[src/rtl/mips_pkg.sv]
`default_nettype none
// +--------------------------------------------------------------------------+
// | mips_pkg                                                                 |
// | Shared memory-map defaults and boot loader state encoding.               |
// | Revision: 1.0                                                            |
// +--------------------------------------------------------------------------+
package mips_pkg;

    localparam int c_addr_w    = 9;
    localparam int c_mem_bytes = 512;

    localparam logic [2:0] c_st_load  = 3'd0;
    localparam logic [2:0] c_st_write = 3'd1;
    localparam logic [2:0] c_st_hold  = 3'd2;
    localparam logic [2:0] c_st_run   = 3'd3;
    localparam logic [2:0] c_st_err   = 3'd4;

    typedef enum logic [2:0] {
        S_LOAD  = c_st_load,
        S_WRITE = c_st_write,
        S_HOLD  = c_st_hold,
        S_RUN   = c_st_run,
        S_ERR   = c_st_err
    } state_t;

endpackage
`default_nettype wire

[src/rtl/boot_loader_if.sv]
`default_nettype none
// +--------------------------------------------------------------------------+
// | boot_loader_if                                                           |
// | Byte stream input, RAM MOV/MOC write port and CPU release status.        |
// | Revision: 1.0                                                            |
// +--------------------------------------------------------------------------+
interface boot_loader_if #(
    parameter int ADDR_W = mips_pkg::c_addr_w
);
    logic              in_valid;
    logic [7:0]        in_data;
    logic              in_last;
    logic              in_ready;
    logic              mem_mov;
    logic [ADDR_W-1:0] mem_addr;
    logic [7:0]        mem_din;
    logic              mem_moc;
    logic              cpu_clear;
    logic              load_done;
    logic              load_err;
    logic [ADDR_W:0]   byte_count;

    modport master (
        input  in_valid, in_data, in_last, mem_moc,
        output in_ready, mem_mov, mem_addr, mem_din,
               cpu_clear, load_done, load_err, byte_count
    );

    modport slave (
        output in_valid, in_data, in_last, mem_moc,
        input  in_ready, mem_mov, mem_addr, mem_din,
               cpu_clear, load_done, load_err, byte_count
    );
endinterface
`default_nettype wire

[src/rtl/boot_loader_moc_watchdog.sv]
`default_nettype none
// +--------------------------------------------------------------------------+
// | moc_watchdog                                                             |
// | Counts write cycles without MOC and flags the cycle the limit is hit.    |
// | Revision: 1.0                                                            |
// +--------------------------------------------------------------------------+
module moc_watchdog #(
    parameter int TIMEOUT = 15
) (
    input  wire clk,
    input  wire rst,
    input  wire i_start,
    input  wire i_active,
    input  wire i_moc,
    output wire o_expire
);
    localparam int                 c_cnt_w = $clog2(TIMEOUT + 1);
    localparam logic [c_cnt_w-1:0] c_last  = c_cnt_w'(TIMEOUT - 1);

    logic [c_cnt_w-1:0] r_cnt;

    always_ff @(posedge clk or posedge rst) begin
        if (rst) begin
            r_cnt <= '0;
        end else if (i_start) begin
            r_cnt <= '0;
        end else if (i_active && !i_moc) begin
            r_cnt <= r_cnt + 1'b1;
        end
    end

    // Fires on the edge that would bring the count to TIMEOUT.
    assign o_expire = i_active & ~i_moc & (r_cnt == c_last);

endmodule
`default_nettype wire

[src/rtl/boot_loader.sv]
`default_nettype none
// +--------------------------------------------------------------------------+
// | boot_loader                                                              |
// | Streams an image into RAM over MOV/MOC, then releases the CPU reset.     |
// | Revision: 1.0                                                            |
// +--------------------------------------------------------------------------+
module boot_loader
    import mips_pkg::*;
#(
    parameter int ADDR_W      = c_addr_w,
    parameter int MEM_BYTES   = c_mem_bytes,
    parameter int MOC_TIMEOUT = 15,
    parameter int CLEAR_HOLD  = 2
) (
    input  wire           Clk,
    input  wire           Clear,
    boot_loader_if.master bus
);
    localparam int                  c_hold_w   = $clog2(CLEAR_HOLD + 1);
    localparam logic [ADDR_W-1:0]   c_addr_top = ADDR_W'(MEM_BYTES - 1);
    localparam logic [c_hold_w-1:0] c_hold_end = c_hold_w'(CLEAR_HOLD - 1);

    state_t              r_state;
    logic                r_in_ready;
    logic                r_mem_mov;
    logic [ADDR_W-1:0]   r_mem_addr;
    logic [7:0]          r_mem_din;
    logic                r_last_q;
    logic                r_cpu_clear;
    logic                r_load_done;
    logic                r_load_err;
    logic [ADDR_W:0]     r_byte_count;
    logic [c_hold_w-1:0] r_hold_cnt;

    wire w_accept = (r_state == S_LOAD) && r_in_ready && bus.in_valid;
    wire w_write  = (r_state == S_WRITE);
    wire w_expire;

    moc_watchdog #(
        .TIMEOUT (MOC_TIMEOUT)
    ) u_watchdog (
        .clk      (Clk),
        .rst      (Clear),
        .i_start  (w_accept),
        .i_active (w_write),
        .i_moc    (bus.mem_moc),
        .o_expire (w_expire)
    );

    always_ff @(posedge Clk or posedge Clear) begin
        if (Clear) begin
            r_state      <= S_LOAD;
            r_in_ready   <= 1'b0;
            r_mem_mov    <= 1'b0;
            r_mem_addr   <= '0;
            r_mem_din    <= '0;
            r_last_q     <= 1'b0;
            r_cpu_clear  <= 1'b1;
            r_load_done  <= 1'b0;
            r_load_err   <= 1'b0;
            r_byte_count <= '0;
            r_hold_cnt   <= '0;
        end else begin
            case (r_state)
                S_LOAD: begin
                    if (w_accept) begin
                        r_mem_din  <= bus.in_data;
                        r_last_q   <= bus.in_last;
                        r_mem_mov  <= 1'b1;
                        r_in_ready <= 1'b0;
                        r_state    <= S_WRITE;
                    end else begin
                        r_in_ready <= 1'b1;
                    end
                end
                S_WRITE: begin
                    if (bus.mem_moc) begin
                        r_mem_mov    <= 1'b0;
                        r_byte_count <= r_byte_count + 1'b1;
                        r_hold_cnt   <= '0;
                        if (r_mem_addr != c_addr_top) begin
                            r_mem_addr <= r_mem_addr + 1'b1;
                        end
                        // A full RAM without in_last is an overflow, but the image is still run.
                        if (r_last_q) begin
                            r_state <= S_HOLD;
                        end else if (r_mem_addr == c_addr_top) begin
                            r_load_err <= 1'b1;
                            r_state    <= S_HOLD;
                        end else begin
                            r_in_ready <= 1'b1;
                            r_state    <= S_LOAD;
                        end
                    end else if (w_expire) begin
                        r_load_err <= 1'b1;
                        r_mem_mov  <= 1'b0;
                        r_state    <= S_ERR;
                    end
                end
                S_HOLD: begin
                    if (r_hold_cnt == c_hold_end) begin
                        r_cpu_clear <= 1'b0;
                        r_load_done <= 1'b1;
                        r_state     <= S_RUN;
                    end else begin
                        r_hold_cnt <= r_hold_cnt + 1'b1;
                    end
                end
                S_RUN, S_ERR: begin
                    r_state <= r_state;
                end
                default: begin
                    r_state <= S_ERR;
                end
            endcase
        end
    end

    assign bus.in_ready   = r_in_ready;
    assign bus.mem_mov    = r_mem_mov;
    assign bus.mem_addr   = r_mem_addr;
    assign bus.mem_din    = r_mem_din;
    assign bus.cpu_clear  = r_cpu_clear;
    assign bus.load_done  = r_load_done;
    assign bus.load_err   = r_load_err;
    assign bus.byte_count = r_byte_count;

endmodule
`default_nettype wire
[src/flat_wrapper.sv]
// flat-port wrapper written by rule: the top's interface ports become plain ports
module boot_loader_flat import mips_pkg::*;
#(
    parameter int ADDR_W      = c_addr_w,
    parameter int MEM_BYTES   = c_mem_bytes,
    parameter int MOC_TIMEOUT = 15,
    parameter int CLEAR_HOLD  = 2
)
  (Clk, Clear, bus_in_valid, bus_in_data, bus_in_last, bus_mem_moc, bus_in_ready, bus_mem_mov, bus_mem_addr, bus_mem_din, bus_cpu_clear, bus_load_done, bus_load_err, bus_byte_count);
  boot_loader_if #(.ADDR_W(ADDR_W)) bus_i ();
  input  wire Clk;
  input  wire Clear;
  input wire logic [$bits(bus_i.in_valid)-1:0] bus_in_valid;
  input wire logic [$bits(bus_i.in_data)-1:0] bus_in_data;
  input wire logic [$bits(bus_i.in_last)-1:0] bus_in_last;
  input wire logic [$bits(bus_i.mem_moc)-1:0] bus_mem_moc;
  output wire logic [$bits(bus_i.in_ready)-1:0] bus_in_ready;
  output wire logic [$bits(bus_i.mem_mov)-1:0] bus_mem_mov;
  output wire logic [$bits(bus_i.mem_addr)-1:0] bus_mem_addr;
  output wire logic [$bits(bus_i.mem_din)-1:0] bus_mem_din;
  output wire logic [$bits(bus_i.cpu_clear)-1:0] bus_cpu_clear;
  output wire logic [$bits(bus_i.load_done)-1:0] bus_load_done;
  output wire logic [$bits(bus_i.load_err)-1:0] bus_load_err;
  output wire logic [$bits(bus_i.byte_count)-1:0] bus_byte_count;
  assign bus_i.in_valid = bus_in_valid;
  assign bus_i.in_data = bus_in_data;
  assign bus_i.in_last = bus_in_last;
  assign bus_i.mem_moc = bus_mem_moc;
  assign bus_in_ready = bus_i.in_ready;
  assign bus_mem_mov = bus_i.mem_mov;
  assign bus_mem_addr = bus_i.mem_addr;
  assign bus_mem_din = bus_i.mem_din;
  assign bus_cpu_clear = bus_i.cpu_clear;
  assign bus_load_done = bus_i.load_done;
  assign bus_load_err = bus_i.load_err;
  assign bus_byte_count = bus_i.byte_count;
  boot_loader #(.ADDR_W(ADDR_W), .MEM_BYTES(MEM_BYTES), .MOC_TIMEOUT(MOC_TIMEOUT), .CLEAR_HOLD(CLEAR_HOLD)) u_core (.Clk(Clk), .Clear(Clear), .bus(bus_i));
endmodule
[config.mk]
export PLATFORM = sky130hd
export DESIGN_NAME = boot_loader_flat
export DESIGN_NICKNAME = d
export VERILOG_FILES = /design/src/rtl/mips_pkg.sv /design/src/rtl/boot_loader_if.sv /design/src/rtl/boot_loader_moc_watchdog.sv /design/src/rtl/boot_loader.sv /design/src/flat_wrapper.sv
export SDC_FILE = /design/constraint.sdc
export NUM_CORES = 1
export LEC_CHECK = 0
export ABC_CLOCK_PERIOD_IN_PS = 1900
export BUFFER_PORTS_ARGS = -buffer_cell sky130_fd_sc_hd__clkbuf_2
export CORE_MARGIN = 2
export CORE_UTILIZATION = 38
export DETAILED_ROUTE_END_ITERATION = 10
export PLACE_DENSITY_LB_ADDON = 0.1
export SYNTH_ARGS = -nofsm -noshare
export SYNTH_HDL_FRONTEND = slang
export SYNTH_HIERARCHICAL = 1
export SYNTH_SLANG_ARGS = --single-unit
[constraint.sdc]
create_clock -name Clk -period 1.9 [get_ports Clk]
set_input_delay 0.38 -clock Clk [delete_from_list [all_inputs] [get_ports Clk]]
set_output_delay 0.38 -clock Clk [all_outputs]
set_load 0.01 [all_outputs]
* After elaboration in Yosys (flattened, before gate mapping)
Cells that the tools add are included.
** Word-level totals
- Bits in registers :: 42
** Cells by class
- Add/sub/neg operators :: 4
- Equality and inequality tests :: 17
- Muxes and demuxes :: 25
- Bitwise operators :: 4
- Reduce and logical (&&, ||, !) cells :: 19
** Operators by type and width (number)
- $mux 3 :: 5
- $ne 2x2->1 const B :: 6
- $pmux 3 s4 :: 1
- $reduce_and 4->1 :: 3
- $mux 1 :: 11
- $add 10x1->10 const B :: 1
- $add 9x1->9 const B :: 1
- $eq 9x9->1 const B :: 1
- $ne 9x9->1 const B :: 1
- $reduce_and 3->1 :: 3
- $mux 4 :: 2
- $reduce_bool 2->1 :: 4
- $eq 3x2->1 const B :: 2
- $mux 2 :: 3
- $reduce_and 2->1 :: 3
- $add 4x1->4 const B :: 1
- $eq 4x4->1 const B :: 1
- $ne 2x1->1 const B :: 2
- $pmux 1 s2 :: 2
- $pmux 2 s2 :: 1
- $eq 3x1->1 const B :: 1
- $eq 3x3->1 const B :: 1
- $logic_and 1x1->1 :: 3
- $logic_not 3->1 :: 1
- 7 further kinds :: 9

* Depth between registers and ports, before layout
- Depth in word-level cells :: 6
- Gate-level depth with buffers :: 7
- Gate-level depth less buffers :: 7

* Modules after synthesis
Netlist, hierarchy kept.
** By module, submodules not included
- boot_loader :: instances 1, cells an instance 145, area each 1756.7 um^2, seq. area each 952.2 um^2
- moc_watchdog :: instances 1, cells an instance 21, area each 227.7 um^2, seq. area each 100.1 um^2

* Worst setup path before layout
OpenSTA, ideal clock, no wires.
- Path type :: register to register
- From :: register u_core.r_mem_addr[0] (netlist: u_core/bus.mem_addr[0])
- To :: register u_core.r_in_ready (netlist: u_core/bus.in_ready)
- Library setup time :: 77 ps
- Arrival :: 1843 ps
- Setup slack :: -20 ps
- Stages on the path, launching flop included :: 8
- Buffers on the path :: 0
- Clock period less this slack :: 1920 ps
- Cells stage by stage :: dfrtp_1 > ha_1 > nand2_1 > nor3_1 > ha_1 > or3b_1 > a211o_1 > a21oi_1
** Between the ends
- Cells in the longest elaborated chain, start to end :: 3
** RTL lines
- start, declared :: line boot_loader.sv:26 : logic [ADDR_W-1:0] r_mem_addr;
- start signal, assigned :: line boot_loader.sv:82 : r_mem_addr <= r_mem_addr + 1'b1;
- $eq 9x9->1 :: line boot_loader.sv:87 : end else if (r_mem_addr == c_addr_top) begin
- $ne 2x2->1 (no line)
- $reduce_and 4->1 (no line)
- end signal, assigned :: line boot_loader.sv:70 : r_in_ready <= 1'b0;
- end signal, assigned :: line boot_loader.sv:73 : r_in_ready <= 1'b1;
- end signal, assigned :: line boot_loader.sv:91 : r_in_ready <= 1'b1;
- end, declared :: line boot_loader.sv:24 : logic r_in_ready;
No other way between the ends.
A chain may end at the register's enable or synchronous reset.

* Final worst setup path
Ends and elaborated chain as after synthesis.

==> flow_summary.toml <==
[routing]
wl_met1_mm = 1.82
drc_errors = 0
wl_met3_um = 146
avgViaCountPerCell = 4.80
top_layer_used = "met4"
ant_nets = 0
drt_wl_total_mm = 3.87
wire_per_inst_um = 13.1
num_vias = 1422
drt_pre_antenna_iters = 5
drtIter0Drc = 69
routed-wl-met2_mm = 1.87

[finish]
n_antenna_cell = 0
final_cell_mix = "44 x clkbuf_2, 41 x dfrtp_1, 14 x buf_4, 14 x xor2_1, 12 x mux2_2"
utilization_pct = 48.8
ff_latch_area_um2 = 1050
syn2layout_area_growth_pct = 24.9
n_fill_cell = 486
final_cells = 296
final_common_cell = "clkbuf_2"
drive_gt1_share_pct = 38.9
multi_input_area_um2 = 853
finish.instance_area_um2 = 2480
fin_nets = 244

[worst_setup_path]
reg2reg_from = "u_core/bus.mem_addr[0]"
arrival_ps = 2020
worstSetupStartpointType = "flip-flop"
startpoint = "u_core/bus.mem_addr[0]"
r2r_end = "u_core/bus.in_ready"
worstPathMaxFanout = 6
endpoint_kind = "flip-flop"
cp_data_required_time_ps = 2120
path_class = "reg2reg"
reg2regPathDepth = 7
reg2reg_slack_ps = 90
worstSetupEndpoint = "u_core/bus.in_ready"

[placed_design]
gp_congestion = 0.803
placed_area_um2 = 2340
pre_cts_slack_ps = 65.3
port_buffers = 44
dpl.cell_count = 285
dp_hpwl_mm = 2.87

[clock_tree]
cts_root_buffer = "clkbuf_8"
htreeDepth = 2
numCtsBuffers = 5
clk_latency_ps = 280
cts.clk_slew.worst_paths_ps = 80
cts_tree = "done"
ctsLongestPathBuffers = 2
cts_sinks = 42

[sta]
hold_violations = 0
setup_viol = 0
max_freq_ghz = 0.553
min_period_ps = 1810
drv_slew = 0
skew_ps = 2.81
rsz0062_at_grt = "no"
post-route-worst-setup-slack_ps = 93.2
relSlewSlack_pct = 67.4
worstMarginPinSlew_ps = 490
tns_ps = 0
post-route-period-util_pct = 95.1

[die]
die_h_um = 76.3
coreArea_um2 = 5070
ios = 45
initial_core_util_pct = 39.1
std_cell_rows = 26
die-width_um = 76.3
dieArea_um2 = 5820

[synth]
synth_area_per_cell_um2 = 12.0
synth_warnings = 6
synth.distinct_cells = 47
yosys_register_bits = 42
synth_area_um2 = 1980
synth-main-ff-cell = "dfrtp_1"
synth_seq_area_share_pct = 53.0
synth-edff-count = 0
syn_nets = 185
netlist_instances = 166
async_flop_share_pct = 100

[pwr]
switchingPower_w = 0.000317
p_clk_share_pct = 42.1
power.leakage_nw = 1.30
irDropWorstVdd_uv = 418
comb_power_share_pct = 2.4
p_int_w = 0.00129
p_seq_share_pct = 55.5
switching_share_pct = 19.7
power_density_nw_per_um2 = 650

[min_path]
hold_path_class = "in2reg"
worstHoldStart = "bus_in_data[7]"

[global_route]
grt_pass1_wl_mm = 6.62
grt_pass1_vias = 1409
grt_overflow = 0
grt_max_degree = 39
grt_usage_pct = 14.0
antenna_found_initial = 0

[job]
cap_violations = 0

[outcome]
status = "finished clean"
## cells by family (layout without fill, tap and decap cells)
logic type | count (synthesis) | count (layout) | synth area share [%]
compound gates | 19 | 19 | 7.06
xor+xnor | 18 | 18 | 7.94
fa+ha+maj | 6 | 6 | 3.78
buf+inv | 18 | 78 | 4.54
flops | 42 | 42 | 53.0
mux | 13 | 13 | 7.38
simple gates | 50 | 50 | 16.3
## critical path: stages (launching register included)
cell and delay (ps):
dfrtp_1 390, ha_2 190, nand2_1 80, nor3_1 60, ha_2 220, or3b_1 380, a211o_1 290, a21oi_1 130
## synth_stat cells (2+ instances only)
| cell type | n | area [um2] |
|---|---|---|
| a211oi_1 | 2 | 15.0 |
| a21o_1 | 2 | 15.0 |
| a21oi_1 | 2 | 10.0 |
| and3b_1 | 2 | 17.5 |
| buf_2 | 3 | 15.0 |
| buf_4 | 3 | 22.5 |
| dfrtp_1 | 41 | 1030 |
| ha_1 | 6 | 75.1 |
| inv_1 | 11 | 41.3 |
| mux2_2 | 12 | 135 |
| nand2_1 | 8 | 30.0 |
| nand3_1 | 4 | 20.0 |
| nand4_1 | 3 | 18.8 |
| nor2_1 | 10 | 37.5 |
| nor3_1 | 5 | 25.0 |
| nor3b_1 | 2 | 15.0 |
| nor4_1 | 4 | 25.0 |
| xnor2_1 | 4 | 35.0 |
| xor2_1 | 14 | 123 |
## power groups by stage
stage	combinational, W	clock (W)	sequential (W)
6_report	0.0000391	0.000678	0.000893
5_1_grt	0.0000455	0.000753	0.000893
4_1_cts	0.0000415	0.000710	0.000893
3_5_place_dp	0.0000398	0	0.000911
3_3_place_gp	0.0000384	0	0.000911
2_1_floorplan	0.0000194	0	0.000911
## final cells by class
class | instances | share of cell area [%]
tap | 70 | 3.53
sequential | 42 | 42.5
clock buffer | 5 | 2.78
timing repair buffer | 59 | 13.5
clock inverter | 3 | 1.62
multi-input combinational | 106 | 34.4
inverter | 11 | 1.67
## what timing repair did
item                                   in CTS  in global routing
hold buffers                                1                  0
setup endpoints to repair                   0                  2
buffers inserted                            0                  2
resized for setup                           0                  2
endpoints found under the hold margin       4                  0
## flip-flops by register name, indices dropped and copies added (netlist names)
signal                   count
u_core/bus.in_ready          1
u_core/bus.load_done         1
u_core/bus.byte_count       10
u_core/r_last_q              1
u_core/bus.cpu_clear         1
u_core/r_state               3
u_core/u_watchdog/r_cnt      4
u_core/bus.mem_din           8
u_core/bus.mem_mov           1
u_core/bus.mem_addr          9
u_core/bus.load_err          1
u_core/r_hold_cnt            2
## per-stage QoR
step           power, W  hold slack (ps)
2_1_floorplan  0.000930              146
3_3_place_gp   0.000949              263
3_5_place_dp   0.000951              270
4_1_cts         0.00164              310
5_1_grt         0.00169              313
6_report        0.00161              322
## layer usage
metal  up-vias  GRT usage, %
li1        693             -
met1       699          19.2
met2        26          21.9
met3         4          3.44
met4         0          4.36
met5         -             0
## how the worst min path moves through the flow
stage,endpoint,depth (start not counted),slack (ps)
after floorplan,u_core/u_watchdog/r_cnt[0],1,150
after global placement,u_core/u_watchdog/r_cnt[3],2,260
after detailed placement,u_core/u_watchdog/r_cnt[3],2,270
after CTS,u_core/bus.mem_din[7],2,310
after global routing,u_core/bus.mem_din[7],2,310
final,u_core/bus.mem_din[7],2,320
Power figures use the tool's default switching activity.
